===== src/rtl/nandgame_pkg.sv =====
// Shared NandGame+ encoding definitions: request kinds, fixed helper words and
// ALU instruction field positions (shared with the core's decode).
package nandgame_pkg;

  typedef enum logic [1:0] {
    KIND_IMM   = 2'b00,
    KIND_ALU   = 2'b01,
    KIND_IMM_D = 2'b10,
    KIND_RSVD  = 2'b11
  } kind_e;

  typedef struct packed {
    logic       sm;
    logic       u;
    logic [1:0] op;
    logic       zx;
    logic       sw;
  } alu_ctrl_t;

  localparam logic [15:0] NOT_A_WORD   = 16'hE360;
  localparam logic [15:0] MOV_D_A_WORD = 16'hE490;

  localparam int unsigned CI_BIT  = 15;
  localparam int unsigned SM_BIT  = 12;
  localparam int unsigned U_BIT   = 10;
  localparam int unsigned OP_LSB  = 8;
  localparam int unsigned ZX_BIT  = 7;
  localparam int unsigned SW_BIT  = 6;
  localparam int unsigned DST_LSB = 3;
  localparam int unsigned JMP_LSB = 0;

endpackage


===== src/rtl/alu_word_pack.sv =====
// Packs ALU control, destination and jump fields into a 16-bit C-form instruction.
module alu_word_pack
  import nandgame_pkg::*;
(
  input  logic [5:0]  ctrl,
  input  logic [2:0]  dst,
  input  logic [2:0]  jmp,
  output logic [15:0] word
);

  alu_ctrl_t c;

  assign c = alu_ctrl_t'(ctrl);

  always_comb begin
    word = '0;
    word[CI_BIT]           = 1'b1;
    word[14:13]            = 2'b11;
    word[SM_BIT]           = c.sm;
    word[U_BIT]            = c.u;
    word[OP_LSB +: 2]      = c.op;
    word[ZX_BIT]           = c.zx;
    word[SW_BIT]           = c.sw;
    word[DST_LSB +: 3]     = dst;
    word[JMP_LSB +: 3]     = jmp;
  end

endmodule


===== src/rtl/instr_encoder.sv =====
// Turns structured op requests into NandGame+ machine words with sequential
// program addresses; high immediates expand into a ~imm / NOT A pair.
module instr_encoder
  import nandgame_pkg::*;
#(
  parameter int unsigned ADDR_W = 15
) (
  input  logic              clk,
  input  logic              rst,
  input  logic              base_load,
  input  logic [ADDR_W-1:0] base_addr,
  input  logic              req_valid,
  output logic              req_ready,
  input  logic [1:0]        req_kind,
  input  logic [15:0]       req_imm,
  input  logic [5:0]        req_ctrl,
  input  logic [2:0]        req_dst,
  input  logic [2:0]        req_jmp,
  output logic              out_valid,
  input  logic              out_ready,
  output logic [15:0]       out_word,
  output logic [ADDR_W-1:0] out_addr,
  output logic              busy,
  output logic              err,
  output logic              wrapped
);

  typedef enum logic [1:0] {IDLE, EMIT_NOT, EMIT_MOV} state_e;

  state_e            state, state_nxt;
  kind_e             kind;
  logic [15:0]       alu_word;
  logic [15:0]       load_word;
  logic [ADDR_W-1:0] cnt;
  logic              accept, drain, stage_free, load;
  logic              is_d, is_d_nxt, set_err;

  alu_word_pack u_alu_word_pack (
    .ctrl (req_ctrl),
    .dst  (req_dst),
    .jmp  (req_jmp),
    .word (alu_word)
  );

  assign kind       = kind_e'(req_kind);
  assign drain      = out_valid && out_ready;
  assign stage_free = !out_valid || out_ready;
  assign req_ready  = (state == IDLE) && stage_free;
  assign accept     = req_valid && req_ready;
  assign busy       = (state != IDLE) || out_valid;

  // State names the word still to be emitted; EMIT_* only advance when the
  // word currently in the stage is taken, so the next one loads back-to-back.
  always_comb begin
    state_nxt = state;
    load      = 1'b0;
    load_word = '0;
    is_d_nxt  = is_d;
    set_err   = 1'b0;
    unique case (state)
      IDLE: begin
        if (accept) begin
          unique case (kind)
            KIND_IMM, KIND_IMM_D: begin
              load      = 1'b1;
              load_word = req_imm[15] ? ~req_imm : req_imm;
              is_d_nxt  = (kind == KIND_IMM_D);
              if (req_imm[15])
                state_nxt = EMIT_NOT;
              else if (kind == KIND_IMM_D)
                state_nxt = EMIT_MOV;
            end
            KIND_ALU: begin
              load      = 1'b1;
              load_word = alu_word;
            end
            KIND_RSVD: set_err = 1'b1;
          endcase
        end
      end
      EMIT_NOT: begin
        if (drain) begin
          load      = 1'b1;
          load_word = NOT_A_WORD;
          state_nxt = is_d ? EMIT_MOV : IDLE;
        end
      end
      EMIT_MOV: begin
        if (drain) begin
          load      = 1'b1;
          load_word = MOV_D_A_WORD;
          state_nxt = IDLE;
        end
      end
      default: state_nxt = IDLE;
    endcase
  end

  always_ff @(posedge clk) begin
    if (rst) begin
      state     <= IDLE;
      is_d      <= 1'b0;
      out_valid <= 1'b0;
      out_word  <= '0;
      out_addr  <= '0;
      cnt       <= '0;
      err       <= 1'b0;
      wrapped   <= 1'b0;
    end else begin
      state <= state_nxt;
      is_d  <= is_d_nxt;
      if (set_err)
        err <= 1'b1;
      if (load) begin
        out_valid <= 1'b1;
        out_word  <= load_word;
        out_addr  <= cnt;
        cnt       <= cnt + ADDR_W'(1);
        if (cnt == '1)
          wrapped <= 1'b1;
      end else if (drain) begin
        out_valid <= 1'b0;
      end
      if (base_load && !busy && !accept) begin
        cnt     <= base_addr;
        wrapped <= 1'b0;
      end
    end
  end

endmodule

===== config.mk =====
export PLATFORM = sky130hd
export DESIGN_NAME = instr_encoder
export DESIGN_NICKNAME = d
export VERILOG_FILES = /design/src/rtl/nandgame_pkg.sv /design/src/rtl/alu_word_pack.sv /design/src/rtl/instr_encoder.sv
export SDC_FILE = /design/constraint.sdc
export NUM_CORES = 1
export LEC_CHECK = 0
export BUFFER_PORTS_ARGS = -buffer_cell sky130_fd_sc_hd__buf_2
export CAP_MARGIN = 25
export CORE_MARGIN = 2
export CORE_UTILIZATION = 24
export DETAILED_ROUTE_END_ITERATION = 6
export HOLD_SLACK_MARGIN = 0.1
export SKIP_LAST_GASP = 1
export SYNTH_ARGS = -nofsm -noshare
export SYNTH_HDL_FRONTEND = slang
export SYNTH_SLANG_ARGS = --single-unit
export TNS_END_PERCENT = 30

===== constraint.sdc =====
create_clock -name clk -period 2.5 [get_ports clk]
set_clock_uncertainty 0.1 [all_clocks]
set_input_delay 0.125 -clock clk [delete_from_list [all_inputs] [get_ports clk]]
set_output_delay 0.125 -clock clk [all_outputs]
set_load 0.02 [all_outputs]

=== Word-level counts from Yosys, hierarchy flattened ===
Cells that the tools add are included.

* Register bits after elaboration: 52
* Input port bits: 50
* Logic and storage cells: 68

* Add/sub/neg operators: 1
* Equal/unequal tests: 11
* Muxes and demuxes: 25
* Bitwise operators: 1
* Reductions and logical operators: 22

{| class="wikitable"
|+ Operator list
! cell !! number
|-
| two-way mux 16 bit || 4
|-
| one-hot mux 16 bit (3 select lines) || 1
|-
| one-hot mux 16 bit (2 select lines) || 1
|-
| two-way mux 15 bit || 2
|-
| inverter 16 bit || 1
|-
| adder 15 x 1 -> 15 bit (second input constant) || 1
|-
| equality test 15 bit (second input constant) || 1
|-
| two-way mux 2 bit || 7
|-
| two-way mux 1 bit || 8
|-
| equality test 2 bit (second input constant) || 3
|-
| inequality test 2 bit (second input constant) || 3
|-
| one-hot mux 2 bit (3 select lines) || 1
|-
| nonzero test 2 bit || 3
|-
| OR reduction 2 bit || 3
|-
| logical AND 1 bit || 5
|-
| AND reduction 5 bit || 1
|-
| equality test 2 x 1 -> 1 bit (second input constant) || 2
|-
| zero test 2 bit || 2
|-
| zero test 1 bit || 3
|-
| inequality test 3 x 2 -> 1 bit (second input constant) || 1
|-
| AND reduction 3 bit || 1
|-
| OR reduction 3 bit || 1
|-
| logical OR 1 bit || 2
|-
| inequality test 2 x 1 -> 1 bit (second input constant) || 1
|-
| other kinds (2) || 2
|}

=== Longest topological paths before layout ===
Gate-level depths: netlist of run 1.

* Depth after elaboration: 8
* Gate-level depth with buffers: 9
* Depth with buffers taken out: 6

=== Hierarchy ===
Synthesis of run 1 repeated with hierarchy kept, for this count alone.

* Cell total of the unflattened synthesis: 352
* Area, all modules: 2835.2 um^2

{| class="wikitable"
|+ Modules (own cells, without submodules)
! module !! times used !! cells an instance !! area an instance (um^2)
|-
| instr_encoder || 1 || 334 || 2707.6
|-
| alu_word_pack || 1 || 18 || 127.6
|}

=== Worst setup path after synthesis of run 1 ===
No wires, ideal clock.

* Path kind: register to register
* Start point: register state[0]
* End point: register cnt[4]
* Setup time: 0.086 ns
* Arrival time: 1.772 ns
* Required time: 2.314 ns
* Path slack: 0.542 ns
* Stages on the path, launching flop included: 9
* Buffers on the path: 2
* Period minus slack after synthesis: 1.958 ns
* Cell sequence: dfxtp_1 > inv_1 > ha_1 > buf_2 > nand2_1 > o31a_1 > buf_2 > o31a_1 > a221oi_2

* Cells in the longest elaborated chain, start to end: 6
* Elaborated cells between the ends (all ways): 16
* Those cells by class: 2 x eq/ne; 3 x mux; 11 x reduce/logical

{| class="wikitable"
|+ Ends and longest elaborated chain
! what !! line !! RTL
|-
| from (decl) || instr_encoder.sv:30 || <nowiki>state_e state, state_nxt;</nowiki>
|-
| from (signal assigned) || instr_encoder.sv:110 || <nowiki>state <= state_nxt;</nowiki>
|-
| zero test 2 bit / nonzero test 2 bit (equally long branches) || instr_encoder.sv:48, instr_encoder.sv:60, instr_encoder.sv:50 ||
|-
| logical AND 1 bit / logical OR 1 bit (equally long branches) || instr_encoder.sv:48, instr_encoder.sv:50 ||
|-
| logical AND 1 bit / zero test 1 bit (equally long branches) || instr_encoder.sv:49, instr_encoder.sv:124 ||
|-
| two-way mux 1 bit (tied with other cells) || instr_encoder.sv:62 || <nowiki>if (accept) begin</nowiki>
|-
| one-hot mux 1 bit (2 select lines) / logical AND 1 bit (equally long branches) || instr_encoder.sv:60, instr_encoder.sv:124 ||
|-
| nonzero test 2 bit (no source line) / two-way mux 15 bit (equally long branches) || n/a ||
|-
| to (signal assigned) || instr_encoder.sv:118 || <nowiki>cnt <= cnt + ADDR_W'(1);</nowiki>
|-
| to (signal assigned) || instr_encoder.sv:125 || <nowiki>cnt <= base_addr;</nowiki>
|-
| to (decl) || instr_encoder.sv:34 || <nowiki>logic [ADDR_W-1:0] cnt;</nowiki>
|}

Parallel ways exist; a longest one is shown, timed or not.
A chain may end at the register's enable or synchronous reset.

=== Worst setup path after layout of run 1 ===
* Start point: register state[1]
* End point: register cnt[13]

The elaborated chain is that of the path after synthesis.

==> results of run 1 <==
==> cells in the mapped netlist, drive strengths merged, types with 2 or more instances <==
cell and n:
nand2b 5, buf 12, nand3 6, o31ai 5
o21ai 14, xnor2 5, xor2 11, dfxtp 52
and2 2, a311oi 7, a22oi 2, mux2i 3
a221oi 12, o22ai 2, nor3 15, o31a 2
nand2 39, a211oi 10, a31oi 7, nor2 27
nor2b 2, and3 5, inv 11, nand4 2
ha 5, clkbuf 12, or4 5, a21oi 20
o311ai 2
==> how the worst min path moves through the flow <==
stage	start	end	slack (ns)	cells after the start
6_report	req_dst[2]	out_word[5]	0.11	3
5_1_grt	base_addr[6]	cnt[6]	0.13	3
4_1_cts	req_dst[2]	out_word[5]	0.10	3
3_5_place_dp	base_addr[9]	cnt[9]	0.32	3
3_3_place_gp	base_addr[9]	cnt[9]	0.31	3
2_1_floorplan	req_kind[1]	is_d	0.17	2
==> critical path: stages, from the launching register on <==
cell and delay, ns:
dfxtp_1 0.38, inv_1 0.09, ha_1 0.28, nand4b_1 0.18, o31a_1 0.20, buf_12 0.18
or4_1 0.51, a31oi_1 0.16
==> area by class of cell <==
class / count / area [um2] / share of cell area (%)
Timing Repair Buffer: 113 / 708 / 20.3
Tap cell: 136 / 170 / 4.87
Clock buffer: 5 / 68.8 / 1.97
Sequential cell: 52 / 1040 / 29.8
Multi-Input combinational cell: 228 / 1420 / 40.5
Inverter: 11 / 41.3 / 1.18
Clock inverter: 3 / 46.3 / 1.33
==> layer usage <==
layer	global-route usage, %	share of wire, %	vias up
li1	-	-	1339
met1	17.2	45	1262
met2	21.9	48	69
met3	3.56	5.2	13
met4	5.31	2.2	0
met5	0	0	-
==> kinds of logic after synthesis <==
family,synth area share (%)
AO/OA/AOI/OAI,23.5
XOR/XNOR,5.39
adder cells (fa/ha/maj),2.41
buffers and inverters,6.02
flip-flops,40.1
multiplexers,1.16
AND/OR/NAND/NOR,21.4
==> power by group <==
| part | leakage, uW | switching [uW] | internal (uW) |
|---|---|---|---|
| Clock | 0.0000548 | 305 | 302 |
| Sequential | 0.000425 | 139 | 1010 |
| Combinational | 0.000949 | 789 | 508 |
==> state kept, by name (all words and copies together) (netlist names) <==
| signal | flops |
|---|---|
| out_word | 16 |
| cnt | 15 |
| out_addr | 15 |
| state | 2 |
| err | 1 |
| is_d | 1 |
| out_valid | 1 |
| wrapped | 1 |
==> cell usage in the layout (no fill, tap or decap), types with 3 or more instances in the layout <==
master,count
a31oi_1,7
o21ai_0,13
and3_1,5
ha_1,5
dfxtp_1,52
inv_1,11
buf_4,7
o31ai_1,4
dlygate4sd3_1,19
nand3_1,6
mux2i_1,3
a311oi_1,7
xnor2_1,5
a21oi_1,20
clkbuf_8,5
buf_2,85
a221oi_1,11
xor2_1,11
nor3_1,15
nand2_1,39
a211oi_1,10
or4_1,5
nand2b_1,5
nor2_1,27
==> what timing repair did <==
action	4_1_cts	5_1_grt
gates resized for setup	0	0
hold buffers	19	0
hold endpoints to repair	19	0
==> per-stage QoR <==
step / worst slack (ns) / instance area [um2] / hold slack [ns] / cells
2_1_floorplan: 0.542 / 2600 / 0.172 / 315
3_3_place_gp: 0.444 / 3190 / 0.311 / 521
3_5_place_dp: 0.368 / 3190 / 0.318 / 521
4_1_cts: 0.356 / 3490 / 0.104 / 548
5_1_grt: 0.220 / 3490 / 0.126 / 548
6_report: 0.351 / 3490 / 0.108 / 548
==> impl_metrics.json, run 1 <==
{
  "status": "finished, final reports clean",
  "vias": 2683,
  "syn_nets": 370,
  "setup.worst_path.start": "state[1]",
  "dieWidth_um": 108,
  "die_h_um": 108,
  "clock_latency_ns": 0.32,
  "grt-ovfl-total": 0,
  "min_period_over_period_pct": 85.9,
  "coreArea_um2": 10400,
  "grt_max_degree": 50,
  "rsz0062_at_grt": "no",
  "cts-root-buf": "clkbuf_8",
  "cts_buffers": 5,
  "cp-end-kind": "register",
  "yosys.area.top_type": "dfxtp_1",
  "worst_ep_arrival_time_ns": 2.31,
  "worstPathMaxFanout": 33,
  "drive_gt1_share_pct": 26.0,
  "firstDrtPassIters": 4,
  "netlist_instances": 315,
  "fin_util_pct": 33.5,
  "wirelength_um": 7800,
  "ir_drop_mv": 0.312,
  "area_growth_pct": 34.3,
  "clock_path_buffers": 2,
  "ioPinCount": 86,
  "synth_cell_types": 48,
  "rows": 37,
  "crit-reg2reg-launch": "state[1]",
  "ys_seq_elements": 52,
  "cts_tree": "yes",
  "worstPathRequired_ns": 2.66,
  "setup_viol": 0,
  "syn_area_per_cell_um2": 8.25,
  "synth_warnings": 0,
  "antennaDiodeCount": 0,
  "total_power_uw": 3050,
  "r2r.worst_path.cells": 7,
  "synth_edf_count": 0,
  "crit_end": "cnt[13]",
  "post_cts_buffers": 0,
  "initial_core_util_pct": 24.9,
  "clk_pin_slew_worst_paths_ns": 0.11,
  "critPathLaunchType": "register",
  "drv_slew": 0,
  "cts_sinks": 52,
  "setup_tns_ns": 0,
  "n_fill_cell": 1129,
  "hold_path_class": "in -> reg",
  "grt_pass1_wl_um": 12600,
  "synth_area_um2": 2600,
  "tightest_slew_ns": 0.478,
  "fmax_ghz": 0.465,
  "route.detailed.drc": 0,
  "dp_hpwl_um": 5550,
  "synthFlopType": "dfxtp_1",
  "grtUsageTotal_pct": 13.5,
  "p_leak_uw": 0.00143,
  "gp_congestion": 0.872,
  "maxSlewHeadroom_pct": 68.2,
  "drv_cap": 0,
  "die_area_um2": 11700,
  "viasPerCell": 4.90,
  "ant_nets": 0,
  "synth_top_area_share_pct": 40.1,
  "yosysSeqAreaShare_pct": 40.1,
  "synthTopCellsByArea": "dfxtp_1 40%, nand2_1 5.6%, nor2_1 3.9%",
  "r2r_end": "cnt[13]",
  "antenna_found_initial": 0,
  "worstSetupPathType": "reg -> reg",
  "nets": 466,
  "htree_levels": 2,
  "period_minus_slack_ns": 2.15,
  "io_buffer_count": 85,
  "worst-r2r-setup-slack_ns": 0.35,
  "synth-async-reset-ratio_pct": 0,
  "grt_pass1_vias": 2647,
  "p_per_area_nw_per_um2": 873,
  "final_hold_viol_count": 0,
  "wire_per_inst_um": 14.2,
  "drt_iter0_drc": 108
}
(Power assumes the default switching activity.)
==> run 2: changes to the inputs <==
--- a/config.mk
+++ b/config.mk
@@ -7,10 +7,12 @@
 export LEC_CHECK = 0
 export BUFFER_PORTS_ARGS = -buffer_cell sky130_fd_sc_hd__buf_2
 export CAP_MARGIN = 25
+export CORE_ASPECT_RATIO = 1.75
 export CORE_MARGIN = 2
-export CORE_UTILIZATION = 24
+export CORE_UTILIZATION = 45
 export DETAILED_ROUTE_END_ITERATION = 6
 export HOLD_SLACK_MARGIN = 0.1
+export PLACE_DENSITY = 0.72
 export SKIP_LAST_GASP = 1
 export SYNTH_ARGS = -nofsm -noshare
 export SYNTH_HDL_FRONTEND = slang
==> run 2 against run 1 <==
  * First-iteration DRC count is 30% lower
  * Cell area is 2.9% lower
  * Sequential share of layout area is 0.89 points higher
  * Critical path type unchanged
==> impl_metrics.json, run 2 (synthesis gave the netlist of run 1 again) <==
{
  "ant_nets": 0,
  "p_sw_uw": 1200,
  "viasPerCell": 5.54,
  "worst_ep_arrival_time_ns": 2.32,
  "clockPowerShare_pct": 19.7,
  "p_leak_uw": 0.00142,
  "total_power_uw": 3000,
  "firstDrtPassIters": 4,
  "initial_core_util_pct": 46.5,
  "worstPathMaxFanout": 43,
  "vias": 2697,
  "drive_gt1_share_pct": 25.8,
  "nets": 465,
  "final_cell_mix": "85 x buf_2, 52 x dfxtp_1, 39 x nand2_1, 27 x nor2_1, 20 x a21oi_1",
  "critPathLaunchType": "register",
  "period_minus_slack_ns": 2.19,
  "cp-end-kind": "register",
  "route.detailed.drc": 0,
  "die_h_um": 105,
  "worstPathRequired_ns": 2.63,
  "grt-ovfl-total": 0,
  "coreArea_um2": 5590,
  "top_register": "out_word",
  "antenna_found_initial": 0,
  "antennaDiodeCount": 0,
  "ctsResizeCount": 0,
  "dp_hpwl_um": 5050,
  "min_to": "cnt[14]",
  "final_hold_viol_count": 0,
  "fin_ws_ns": 0.311,
  "area_growth_pct": 30.4,
  "post_cts_buffers": 0,
  "power.internal_uw": 1800,
  "fin_cells": 487,
  "dieWidth_um": 61.4,
  "rows": 36,
  "ioPinCount": 86,
  "grtUsageTotal_pct": 23.7,
  "worstSetupPathType": "reg -> reg",
  "clk_pin_slew_worst_paths_ns": 0.10,
  "grt_max_degree": 44,
  "cts_buffers": 5,
  "rsz0062_at_grt": "no",
  "setup_viol": 0,
  "dpl.cell_count": 461,
  "worst-r2r-setup-slack_ns": 0.31,
  "tightest_slew_ns": 0.474,
  "seqPwrFrac_pct": 38.1,
  "reg_top3": "out_word (16), cnt (15), out_addr (15)",
  "grt_pass1_vias": 2576,
  "r2r_end": "cnt[9]",
  "fin_util_pct": 60.7,
  "grt_pass1_wl_um": 11700,
  "status": "finished, final reports clean",
  "min_period_over_period_pct": 87.6,
  "setup_tns_ns": 0,
  "maxSlewHeadroom_pct": 68.4,
  "clock_path_buffers": 2,
  "gp_congestion": 0.875,
  "pwr-share-comb_pct": 42.2,
  "drv_slew": 0,
  "worstHoldStart": "base_addr[14]",
  "p_per_area_nw_per_um2": 884,
  "wirelength_um": 7240,
  "switching_share_pct": 40.0,
  "io_buffer_count": 85,
  "cts_sinks": 52,
  "fmax_ghz": 0.457,
  "hold_path_class": "in -> reg",
  "cts_tree": "yes",
  "dp_slack_ns": 0.343,
  "r2r.worst_path.cells": 7,
  "cts-root-buf": "clkbuf_8",
  "ir_drop_mv": 0.535,
  "largest_reg_flops": 16,
  "clock_latency_ns": 0.31,
  "hold_depth": 3,
  "die_area_um2": 6420,
  "drv_cap": 0,
  "drt_iter0_drc": 76,
  "layout_commonest_cell": "buf_2",
  "postCtsHoldBufs": 18,
  "wire_per_inst_um": 14.9,
  "htree_levels": 2,
  "crit-reg2reg-launch": "state[0]"
}
run 2: changes by cell type in the layout (fill, tap and decap cells not counted), sizes merged:
cell         before  now
clkinvlp          1    0
dlygate4sd3      19   18
clkbuf            5    6
run 2: worst max path at each step:
stage	startpoint	to
finish	state[0]	cnt[9]
global route	state[0]	cnt[9]
CTS	state[0]	cnt[9]
detailed placement	state[0]	cnt[12]
global placement	state[0]	cnt[9]
floorplan	state[0]	cnt[4]
run 2: power groups by stage:
stage / Combinational (uW) / Sequential (uW) / Clock [uW]
2_1_floorplan: 740 / 1260 / 0
3_5_place_dp: 1240 / 1160 / 0
5_1_grt: 1390 / 1160 / 631
4_1_cts: 1260 / 1140 / 599
3_3_place_gp: 1230 / 1150 / 0
6_report: 1260 / 1140 / 591
run 2: final cells by class:
type / count / area (um2)
clock inverter: 2 / 38.8
timing repair buffer: 112 / 686
sequential: 52 / 1040
tap: 76 / 95.1
fill: 551 / 2200
multi-input combinational: 228 / 1420
inverter: 11 / 41.3
clock buffer: 6 / 72.6
run 2: routing by layer:
| metal | GRT usage, % | up-vias | share of wire (%) |
|---|---|---|---|
| met5 | 0 | - | 0 |
| met4 | 11.6 | 0 | 4.1 |
| met3 | 3.84 | 25 | 3.9 |
| met2 | 42.6 | 90 | 54 |
| met1 | 24.9 | 1247 | 38 |
| li1 | - | 1335 | - |
run 2: per-stage QoR:
step                      hold slack (ns)  area, um2
final                              0.0880       3390
after global routing                0.118       3390
after CTS                           0.104       3390
after detailed placement            0.317       3100
after global placement              0.308       3100
after floorplan                     0.172       2600
run 2: worst max-delay path: stages, from the launching register on:
cell	delay, ns
dfxtp_1	0.38
inv_1	0.10
ha_1	0.28
nand4b_1	0.17
o31a_1	0.19
buf_12	0.19
or4_1	0.51
a31oi_1	0.20
